<file path="config.mk">
export PLATFORM = sky130hd
export DESIGN_NAME = sprite_line_renderer_flat
export DESIGN_NICKNAME = d
export VERILOG_FILES = /design/src/rtl/sprite_pkg.sv /design/src/rtl/sprite_line_renderer_if.sv /design/src/rtl/sprite_slot_hit.sv /design/src/rtl/sprite_line_renderer.sv /design/src/flat_wrapper.sv
export SDC_FILE = /design/constraint.sdc
export NUM_CORES = 1
export LEC_CHECK = 0
export BUFFER_PORTS_ARGS = -buffer_cell sky130_fd_sc_hd__buf_2
export CAP_MARGIN = 20
export CORE_MARGIN = 2
export CORE_UTILIZATION = 28
export CTS_BUF_LIST = sky130_fd_sc_hd__clkbuf_8
export CTS_CLUSTER_SIZE = 8
export DETAILED_ROUTE_END_ITERATION = 10
export PLACE_DENSITY = 0.6
export SETUP_SLACK_MARGIN = 0.3
export SLEW_MARGIN = 30
export SYNTH_ARGS = -nofsm -noshare
export SYNTH_HDL_FRONTEND = slang
export SYNTH_SLANG_ARGS = --single-unit
export TNS_END_PERCENT = 30
</file>
<file path="constraint.sdc">
create_clock -name clk -period 3.7 [get_ports clk]
set_clock_uncertainty 0.05 [all_clocks]
set_input_delay 0.37 -clock clk [delete_from_list [all_inputs] [get_ports clk]]
set_output_delay 0.37 -clock clk [all_outputs]
set_load 0.03 [all_outputs]
</file>
<file path="src/rtl/sprite_pkg.sv">
`default_nettype none
// ==========================================================================
// Module : sprite_pkg
// Desc   : Shared sprite constants, orientation codes and renderer FSM states
// Rev    : 1.0  initial release
// ==========================================================================
package sprite_pkg;

   localparam int SPRITE_W = 8;

   typedef enum logic [1:0] {
      ORIENT_UP    = 2'd0,
      ORIENT_RIGHT = 2'd1,
      ORIENT_DOWN  = 2'd2,
      ORIENT_LEFT  = 2'd3
   } orient_t;

   localparam logic [3:0] c_SPR_HEART         = 4'd0;
   localparam logic [3:0] c_SPR_PLAYER_IDLE_1 = 4'd1;
   localparam logic [3:0] c_SPR_PLAYER_IDLE_2 = 4'd2;
   localparam logic [3:0] c_SPR_PLAYER_WALK_1 = 4'd3;
   localparam logic [3:0] c_SPR_PLAYER_WALK_2 = 4'd4;
   localparam logic [3:0] c_SPR_WOLF_1        = 4'd5;
   localparam logic [3:0] c_SPR_WOLF_2        = 4'd6;
   localparam logic [3:0] c_SPR_SHEEP_IDLE_1  = 4'd7;
   localparam logic [3:0] c_SPR_SHEEP_IDLE_2  = 4'd8;

   typedef enum logic [1:0] {
      ST_IDLE  = 2'd0,
      ST_FETCH = 2'd1,
      ST_DRAIN = 2'd2
   } fsm_state_t;

endpackage
`default_nettype wire

</file>
<file path="src/rtl/sprite_line_renderer_if.sv">
`default_nettype none
// ==========================================================================
// Module : sprite_line_renderer_if
// Desc   : Sprite ROM read bus between the line renderer and the sprite ROM
// Rev    : 1.0  initial release
// ==========================================================================
interface sprite_line_renderer_if;
   import sprite_pkg::*;

   logic       rom_read_enable;
   logic [3:0] rom_sprite_ID;
   orient_t    rom_orientation;
   logic [2:0] rom_line_index;
   logic [7:0] rom_data;

   modport master (
      output rom_read_enable,
      output rom_sprite_ID,
      output rom_orientation,
      output rom_line_index,
      input  rom_data
   );

   modport slave (
      input  rom_read_enable,
      input  rom_sprite_ID,
      input  rom_orientation,
      input  rom_line_index,
      output rom_data
   );
endinterface
`default_nettype wire

</file>
<file path="src/rtl/sprite_slot_hit.sv">
`default_nettype none
// ==========================================================================
// Module : sprite_slot_hit
// Desc   : Horizontal range compare and scaled column select for one slot
// Rev    : 1.0  initial release
// ==========================================================================
module sprite_slot_hit
   import sprite_pkg::*;
#(
   parameter int SCALE_LOG2 = 3
) (
   input  logic [9:0]          hpos,
   input  logic [9:0]          x_pos,
   input  logic                hit,
   input  logic [SPRITE_W-1:0] line,
   output logic                lit
);
   localparam logic [9:0] c_FOOT = 10'(SPRITE_W << SCALE_LOG2);

   logic [9:0] w_dx;
   logic [2:0] w_col;

   // Wrapping subtract: pixels left of x_pos land far above c_FOOT.
   assign w_dx  = hpos - x_pos;
   assign w_col = w_dx[SCALE_LOG2 +: 3];
   assign lit   = hit && (w_dx < c_FOOT) && line[w_col];
endmodule
`default_nettype wire

</file>
<file path="src/rtl/sprite_line_renderer.sv">
`default_nettype none
// ==========================================================================
// Module : sprite_line_renderer
// Desc   : Fetches next-line sprite rows in hblank, scales them in active
//          video. Optional overlap flag built when SPRITE_COLLISION_EN set.
// Rev    : 1.0  initial release
// ==========================================================================
module sprite_line_renderer
   import sprite_pkg::*;
#(
   parameter int NUM_SLOTS  = 4,
   parameter int SCALE_LOG2 = 3,
   parameter int H_ACTIVE   = 640,
   parameter int V_TOTAL    = 525
) (
   input  logic                    clk,
   input  logic                    reset,
   input  logic [9:0]              hpos,
   input  logic [9:0]              vpos,
   input  logic [NUM_SLOTS-1:0]    slot_valid,
   input  logic [4*NUM_SLOTS-1:0]  slot_id,
   input  logic [2*NUM_SLOTS-1:0]  slot_orient,
   input  logic [10*NUM_SLOTS-1:0] slot_x,
   input  logic [10*NUM_SLOTS-1:0] slot_y,
   sprite_line_renderer_if.master  rom,
   output logic                    pixel_on,
   output logic [2:0]              pixel_slot,
   output logic                    collision
);
   localparam logic [9:0] c_FOOT      = 10'(SPRITE_W << SCALE_LOG2);
   localparam logic [9:0] c_H_ACTIVE  = 10'(H_ACTIVE);
   localparam logic [9:0] c_V_LAST    = 10'(V_TOTAL - 1);
   localparam logic [2:0] c_LAST_SLOT = 3'(NUM_SLOTS - 1);

   fsm_state_t r_state, w_state_nxt;

   logic [2:0]          r_slot;
   logic                r_cap_pend;
   logic [2:0]          r_cap_idx;
   logic [NUM_SLOTS-1:0] r_hit;
   logic [9:0]          r_x        [NUM_SLOTS];
   logic [SPRITE_W-1:0] r_line_buf [NUM_SLOTS];

   logic       w_issue;
   logic [9:0] w_nline, w_dy, w_sel_x, w_sel_y;
   logic [3:0] w_sel_id;
   logic [1:0] w_sel_or;
   logic       w_sel_valid, w_sel_hit;

   always_ff @(posedge clk or negedge reset) begin
      if (!reset) r_state <= ST_IDLE;
      else        r_state <= w_state_nxt;
   end

   // hpos is only looked at from IDLE, so a stray hblank mid-fetch is ignored.
   always_comb begin
      w_state_nxt = r_state;
      case (r_state)
         ST_IDLE:  if (hpos == c_H_ACTIVE)     w_state_nxt = ST_FETCH;
         ST_FETCH: if (r_slot == c_LAST_SLOT)  w_state_nxt = ST_DRAIN;
         ST_DRAIN:                             w_state_nxt = ST_IDLE;
         default:                              w_state_nxt = ST_IDLE;
      endcase
   end

   assign w_issue = (r_state == ST_FETCH);

   always_comb begin
      w_sel_valid = 1'b0;
      w_sel_id    = '0;
      w_sel_or    = '0;
      w_sel_x     = '0;
      w_sel_y     = '0;
      for (int i = 0; i < NUM_SLOTS; i++) begin
         if (r_slot == 3'(i)) begin
            w_sel_valid = slot_valid[i];
            w_sel_id    = slot_id[4*i +: 4];
            w_sel_or    = slot_orient[2*i +: 2];
            w_sel_x     = slot_x[10*i +: 10];
            w_sel_y     = slot_y[10*i +: 10];
         end
      end
   end

   assign w_nline   = (vpos == c_V_LAST) ? 10'd0 : vpos + 10'd1;
   assign w_dy      = w_nline - w_sel_y;
   assign w_sel_hit = w_sel_valid && (w_dy < c_FOOT);

   // Issue slot k while capturing the ROM reply for slot k-1.
   always_ff @(posedge clk or negedge reset) begin
      if (!reset) begin
         r_slot              <= '0;
         r_cap_pend          <= 1'b0;
         r_cap_idx           <= '0;
         r_hit               <= '0;
         rom.rom_read_enable <= 1'b0;
         rom.rom_sprite_ID   <= '0;
         rom.rom_orientation <= ORIENT_UP;
         rom.rom_line_index  <= '0;
         for (int i = 0; i < NUM_SLOTS; i++) begin
            r_x[i]        <= '0;
            r_line_buf[i] <= '0;
         end
      end else begin
         r_cap_pend          <= w_issue;
         r_cap_idx           <= r_slot;
         rom.rom_read_enable <= w_issue && w_sel_hit;
         if (w_issue) begin
            r_slot <= (r_slot == c_LAST_SLOT) ? 3'd0 : r_slot + 3'd1;
            for (int i = 0; i < NUM_SLOTS; i++) begin
               if (r_slot == 3'(i)) begin
                  r_x[i]   <= w_sel_x;
                  r_hit[i] <= w_sel_hit;
               end
            end
            if (w_sel_hit) begin
               rom.rom_sprite_ID   <= w_sel_id;
               rom.rom_orientation <= orient_t'(w_sel_or);
               rom.rom_line_index  <= w_dy[SCALE_LOG2 +: 3];
            end
         end
         if (r_cap_pend) begin
            for (int i = 0; i < NUM_SLOTS; i++) begin
               if (r_cap_idx == 3'(i))
                  r_line_buf[i] <= rom.rom_read_enable ? ~rom.rom_data : '0;
            end
         end
      end
   end

   logic                 w_active;
   logic [NUM_SLOTS-1:0] w_lit;
   logic [2:0]           w_win;

   assign w_active = (hpos < c_H_ACTIVE);

   generate
      for (genvar gi = 0; gi < NUM_SLOTS; gi++) begin : g_slot
         sprite_slot_hit #(
            .SCALE_LOG2 (SCALE_LOG2)
         ) u_slot_hit (
            .hpos  (hpos),
            .x_pos (r_x[gi]),
            .hit   (r_hit[gi] & w_active),
            .line  (r_line_buf[gi]),
            .lit   (w_lit[gi])
         );
      end
   endgenerate

   always_comb begin
      w_win = '0;
      for (int i = NUM_SLOTS - 1; i >= 0; i--) begin
         if (w_lit[i]) w_win = 3'(i);
      end
   end

   always_ff @(posedge clk or negedge reset) begin
      if (!reset) begin
         pixel_on   <= 1'b0;
         pixel_slot <= '0;
      end else begin
         pixel_on   <= |w_lit;
         pixel_slot <= w_win;
      end
   end

`ifdef SPRITE_COLLISION_EN
   logic w_multi;
   logic r_collision;

   // Clearing the lowest set bit leaves something only if two or more are lit.
   assign w_multi = |(w_lit & (w_lit - NUM_SLOTS'(1)));

   always_ff @(posedge clk or negedge reset) begin
      if (!reset)                             r_collision <= 1'b0;
      else if (w_multi)                       r_collision <= 1'b1;
      else if (hpos == 10'd0 && vpos == 10'd0) r_collision <= 1'b0;
   end

   assign collision = r_collision;
`else
   assign collision = 1'b0;
`endif

endmodule
`default_nettype wire

</file>
<file path="src/flat_wrapper.sv">
// flat-port wrapper written by rule: the top's interface ports become plain ports
module sprite_line_renderer_flat import sprite_pkg::*;
#(
   parameter int NUM_SLOTS  = 4,
   parameter int SCALE_LOG2 = 3,
   parameter int H_ACTIVE   = 640,
   parameter int V_TOTAL    = 525
)
  (clk, reset, hpos, vpos, slot_valid, slot_id, slot_orient, slot_x, slot_y, pixel_on, pixel_slot, collision, rom_rom_read_enable, rom_rom_sprite_ID, rom_rom_orientation, rom_rom_line_index, rom_rom_data);
  sprite_line_renderer_if rom_i ();
  input  logic clk;
  input  logic reset;
  input  logic [9:0] hpos;
  input  logic [9:0] vpos;
  input  logic [NUM_SLOTS-1:0] slot_valid;
  input  logic [4*NUM_SLOTS-1:0] slot_id;
  input  logic [2*NUM_SLOTS-1:0] slot_orient;
  input  logic [10*NUM_SLOTS-1:0] slot_x;
  input  logic [10*NUM_SLOTS-1:0] slot_y;
  output logic pixel_on;
  output logic [2:0] pixel_slot;
  output logic collision;
  output wire logic [$bits(rom_i.rom_read_enable)-1:0] rom_rom_read_enable;
  output wire logic [$bits(rom_i.rom_sprite_ID)-1:0] rom_rom_sprite_ID;
  output wire logic [$bits(rom_i.rom_orientation)-1:0] rom_rom_orientation;
  output wire logic [$bits(rom_i.rom_line_index)-1:0] rom_rom_line_index;
  input wire logic [$bits(rom_i.rom_data)-1:0] rom_rom_data;
  assign rom_rom_read_enable = rom_i.rom_read_enable;
  assign rom_rom_sprite_ID = rom_i.rom_sprite_ID;
  assign rom_rom_orientation = rom_i.rom_orientation;
  assign rom_rom_line_index = rom_i.rom_line_index;
  assign rom_i.rom_data = rom_rom_data;
  sprite_line_renderer #(.NUM_SLOTS(NUM_SLOTS), .SCALE_LOG2(SCALE_LOG2), .H_ACTIVE(H_ACTIVE), .V_TOTAL(V_TOTAL)) u_core (.clk(clk), .reset(reset), .hpos(hpos), .vpos(vpos), .slot_valid(slot_valid), .slot_id(slot_id), .slot_orient(slot_orient), .slot_x(slot_x), .slot_y(slot_y), .rom(rom_i), .pixel_on(pixel_on), .pixel_slot(pixel_slot), .collision(collision));
endmodule
</file>
* Word level (Yosys, flattened, before mapping)
Cells that the tools add are included.
** Word-level totals
- Bits in registers :: 99
- Input port bits :: 138
- Logic and storage cells :: 116
** Cells by class
- Add/sub/neg operators :: 7
- $lt $le $gt $ge :: 10
- Equality and inequality tests :: 11
- Muxes and demuxes :: 37
- Bitwise gates (word level) :: 5
- Reduce and logical (&&, ||, !) cells :: 24
** Operators by type and width (count)
- $mux W10 :: 8
- $lt A10 B7 Y1 const B :: 5
- $sub A10 B10 Y10 :: 5
- $eq A10 B10 Y1 const B :: 2
- $reduce_and A2 Y1 :: 10
- $lt A3 B4 Y1 const B :: 4
- $mux W4 :: 4
- $mux W2 :: 7
- $bmux W1 S3 :: 4
- $eq A3 B2 Y1 const B :: 4
- $mux W3 :: 4
- $add A10 B1 Y10 const B :: 1
- $logic_and A1 B1 Y1 :: 10
- $lt A10 B10 Y1 const B :: 1
- $mux W1 :: 8
- $mux W8 :: 1
- $not A8 Y8 :: 1
- $eq A3 B1 Y1 const B :: 2
- $logic_not A3 Y1 :: 2
- $and A1 B1 Y1 :: 4
- $pmux W2 S2 :: 1
- $reduce_or A4 Y1 :: 1
- $add A3 B1 Y3 const B :: 1
- $eq A2 B1 Y1 const B :: 1
- other kinds (3) :: 3

* Logic depth before layout (Yosys ltp)
- Word-level depth :: 9
- Depth in mapped cells :: 16

* By module
From an unflattened synthesis, not the netlist that was laid out.
** Second synthesis, totals
- Cell total of the unflattened synthesis :: 858
- Area, all modules :: 7305.8 um2
** By module, submodules not included
- sprite_line_renderer :: instances 1, cells an instance 566, area each 5121.2 um2
- sprite_slot_hit (u_core.g_slot[0].u_slot_hit ...) :: instances 2, cells an instance 74, area each 568.0 um2
- sprite_slot_hit (u_core.g_slot[2].u_slot_hit ...) :: instances 2, cells an instance 72, area each 524.3 um2

* Worst setup path before layout
OpenSTA, ideal clock, no wires.
- Path kind :: flip-flop to flip-flop
- From :: register u_core.r_slot[1]
- To :: register u_core.rom.rom_line_index[0]
- Library setup time :: 125 ps
- Arrival :: 3858 ps
- Required time :: 3525 ps
- Slack :: -333 ps
- Cell stages (with the launch flop) :: 17
- Clock period less this slack :: 4033 ps
- Path through :: dfrtp_1 inv_1 ha_1 nor2b_1 clkbuf_1 clkbuf_1 a22oi_1 a211oi_1 a21oi_1 ha_1 a2111oi_4 o211ai_2 a21o_1 a221oi_2 xor2_1 nand4_4 mux2_2
** Between the ends
- Cells in the longest elaborated chain, start to end :: 9
** Ends and longest elaborated chain
- start: declaration :: RTL line sprite_line_renderer.sv:37 : logic [2:0] r_slot;
- start signal: assignment :: RTL line sprite_line_renderer.sv:109 : r_slot <= (r_slot == c_LAST_SLOT) ? 3'd0 : r_slot + 3'd1;
- $logic_not A3 Y1 :: RTL line sprite_line_renderer.sv:75 : if (r_slot == 3'(i)) begin
- $mux W10 (4 in series) :: RTL line sprite_line_renderer.sv:75
- $sub A10 B10 Y10 :: RTL line sprite_line_renderer.sv:86 : assign w_dy = w_nline - w_sel_y;
- $lt A10 B7 Y1 :: RTL line sprite_line_renderer.sv:87 : assign w_sel_hit = w_sel_valid && (w_dy < c_FOOT);
- $logic_and A1 B1 Y1 :: RTL line sprite_line_renderer.sv:87
- $reduce_and A2 Y1 (no source line)
- end signal: assignment :: RTL line sprite_line_renderer.sv:119 : rom.rom_line_index <= w_dy[SCALE_LOG2 +: 3];
- end: declaration :: RTL line sprite_line_renderer_if.sv:20 : output rom_line_index,
Parallel ways exist; a longest one is shown, timed or not.
A chain may end at the register's enable or synchronous reset.

* Final worst setup path
- From :: register u_core.r_slot[0]
- To :: register u_core.rom.rom_line_index[1]
The elaborated chain is that of the path after synthesis.

==> results.cfg <==
[synth]
synth_area_sq_mm = 0.006715
syn_area_per_cell_sq_um = 8.620
synth_seq_area_share_pct = 36.52
synthDistinctLibCells = 63
synth_edf_count = 0
ys.flop_type = dfrtp_1
yosysWarnings = 0
syn_inst = 779
ys_ff_latch = 98
async_flop_share_pct = 100.0

[worst_setup_path]
startpoint = u_core.r_slot[0]
crit-reg2reg-launch = u_core.r_slot[0]
end_kind = flip-flop
cpPeakStageDelay_ns = 0.43
cp_cell_sequence = buf_6, ha_4, nor2b_4, a22oi_1, a211oi_2, a21oi_1, ha_2, o21a_1, and3_1, a21o_1, a221oi_2, xor2_2, buf_4, nand4_4, mux2_4
crit_fanout = 5
reg2regPathDepth = 15
worstPathRequired_ns = 3.92
r2r_setup_slack_ns = 0.09
r2r_end = u_core.rom.rom_line_index[1]
setup.worst_path.end = u_core.rom.rom_line_index[1]
start_kind = flip-flop
critPathArrivalTime_ns = 3.83
cp_slowest_cell = dfrtp_1
worst-setup-path-type = flip-flop to flip-flop

[detailed_routing]
wl_per_cell_um = 15.19
firstDrtPassIters = 4
drtIter0Drc = 312
via_per_inst = 4.864
vias = 6168
wirelength_mm = 19.26
drtAntennaViolNets = 0
drc = 0

[cts]
h-tree-depth = 3
clock_path_buffers = 2
root_buffer = clkbuf_8
clk_latency_ns = 0.37
path_clk_slew_ns = 0.10
cts_sinks = 98
cts_buffers = 9
cts_tree = done

[sta]
fmax_ghz = 0.2767
drv_slew = 0
setup_slack_ns = 0.08631
fin_crit_sh_pct = 97.67
hold_violations = 0
finalSetupTns_ns = 0
holdWs_ns = 0.1595
finalSetupViolCount = 0
fin_crit_ns = 3.614
tightest_slew_ns = 0.6798
rsz0062_at_grt = yes
slew_headroom_pct = 54.57

[place]
dp_slack_ns = -0.08368
port_buffers = 150
dp_hpwl_mm = 15.36
gp_congestion = 0.8496

[die]
ios = 153
core_area_sq_mm = 0.02354
rows = 56
initial_core_util_pct = 28.52
fp.dieH_um = 158.9
die_area_sq_mm = 0.02524
dieWidth_um = 158.9

[finish]
n_antenna_cell = 0
fill_cells = 2488
final_util_pct = 35.46
drive_gt1_share_pct = 26.03
layout.nets = 1129
syn_to_final_growth_pct = 24.33

[status]
status = complete, no violations

[grt]
grt_util_all_layers_pct = 15.15
grt_pass1_wl_mm = 30.86
antenna_found_initial = 0
grt_max_degree = 43
gr-total-overflow = 0
grt_pass1_vias = 6022

[min_path]
worstHoldPathType = input pin to flip-flop
min-delay-start = slot_x[39]

[power]
power.density_mw_per_mm2 = 561.4
p_leak_nw = 4.047
peakVddDrop_mv = 0.3056
total_power_mw = 4.688

[job]
maxCapViolations = 0
cell type report:
class / count / area [sq um] / area share [%]
Clock buffer: 13 / 178.9 / 2.143
Clock inverter: 2 / 10.01 / 0.1199
Inverter: 52 / 195.2 / 2.338
Multi-Input combinational cell: 594 / 4043 / 48.42
Sequential cell: 98 / 2452 / 29.37
Tap cell: 319 / 399.1 / 4.780
Timing Repair Buffer: 190 / 1071 / 12.83
worst max-delay path, delay by kind of cell, from the launching register on:
family | cells | cell delay, ns
AO/OA/AOI/OAI | 6 | 1.24
XOR/XNOR | 1 | 0.17
multiplexers | 1 | 0.36
AND/OR/NAND/NOR | 3 | 0.52
buffers and inverters | 2 | 0.28
adder cells (fa/ha/maj) | 2 | 0.46
flip-flops | 1 | 0.43
per-layer routing:
layer	share of wire, %	global-route usage, %
met1	47	20.32
met2	46	24.65
met3	4.8	2.403
met4	2.1	5.537
met5	0	0
cell usage after synthesis (4+ instances only):
master / instances / area [sq um]
a21o_1: 8 / 60.06
nand2_1: 87 / 326.6
o21a_1: 4 / 30.03
a31oi_1: 7 / 43.79
a211oi_1: 24 / 180.2
nor4b_1: 4 / 35.03
xnor2_1: 10 / 87.58
and3_1: 7 / 43.79
xor2_1: 16 / 140.1
dfrtp_1: 98 / 2452
clkbuf_1: 31 / 116.4
o21ai_0: 80 / 400.4
nor2_1: 67 / 251.5
ha_1: 46 / 575.6
nor3_1: 10 / 50.05
nand3_1: 12 / 60.06
o211ai_1: 7 / 52.55
a22oi_1: 17 / 127.6
o31ai_1: 4 / 30.03
inv_1: 50 / 187.7
mux2i_1: 40 / 400.4
nor2b_1: 9 / 56.30
a21oi_1: 53 / 265.3
mux2_2: 15 / 168.9
nand2b_1: 14 / 87.58
and2_1: 6 / 37.54
per-stage QoR:
| stage | instances | instance area [sq um] |
|---|---|---|
| 2_1_floorplan | 780 | 6787 |
| 3_3_place_gp | 1231 | 7899 |
| 3_5_place_dp | 1231 | 7899 |
| 4_1_cts | 1264 | 8294 |
| 5_1_grt | 1268 | 8349 |
| 6_report | 1268 | 8349 |
power breakdown:
group	switching (mW)	total, mW	internal (mW)
clock network	0.372	0.685	0.313
registers	0.0984	1.33	1.23
logic	1.47	2.68	1.21
layout by cell type, fill, tap and decap left out, types with 12 or more instances in the layout:
cell      count
dfrtp_1      98
a22oi_1      16
nand3_1      12
buf_4        37
nand2_1      85
buf_2       149
a211oi_1     21
a21oi_1      52
xor2_1       15
mux2i_1      40
o21ai_0      78
inv_1        47
nand2b_1     14
mux2_2       14
clkbuf_8     13
ha_1         42
nor2_1       66
registers in the layout, summed over array words and instances (netlist names):
signal and cells:
u_core.pixel_slot 2, u_core.r_hit 4, u_core.r_x 40, u_core.r_line_buf 32, u_core.r_slot 3, u_core.pixel_on 1, u_core.r_state 2, u_core.r_cap_pend 1
u_core.rom.rom_orientation 2, u_core.r_cap_idx 3, u_core.rom.rom_line_index 3, u_core.rom.rom_sprite_ID 4, u_core.rom.rom_read_enable 1
repair_timing:
| action | in CTS | in global routing |
|---|---|---|
| pin swaps | 13 | 13 |
| setup endpoints to repair | 14 | 14 |
| gates resized for setup | 15 | 7 |
| buffers inserted | 16 | 4 |
| hold buffers | 1 | 0 |
| hold endpoints to repair | 40 | 0 |
| gates cloned | 1 | 0 |
how the worst min path moves through the flow:
stage | slack [ns] | to | cells after the start
floorplan | 0.02 | u_core.pixel_on | 0
global placement | 0.34 | u_core.rom.rom_read_enable | 1
detailed placement | 0.35 | u_core.rom.rom_read_enable | 1
CTS | 0.15 | u_core.r_x[9] | 3
global route | 0.16 | u_core.r_x[9] | 3
finish | 0.16 | u_core.r_x[9] | 3
kinds of logic (layout without fill, tap and decap cells):
family | after synthesis | in the layout | synth area share (%)
multiplexers | 55 | 55 | 8.478
AND/OR/NAND/NOR | 232 | 233 | 16.08
adder cells (fa/ha/maj) | 46 | 46 | 8.571
XOR/XNOR | 27 | 27 | 3.633
other | 1 | 2 | 0.05584
AO/OA/AOI/OAI | 231 | 231 | 21.48
buffers and inverters | 89 | 257 | 5.180
flip-flops | 98 | 98 | 36.52
Note: power is estimated with default switching activity, not from simulation.
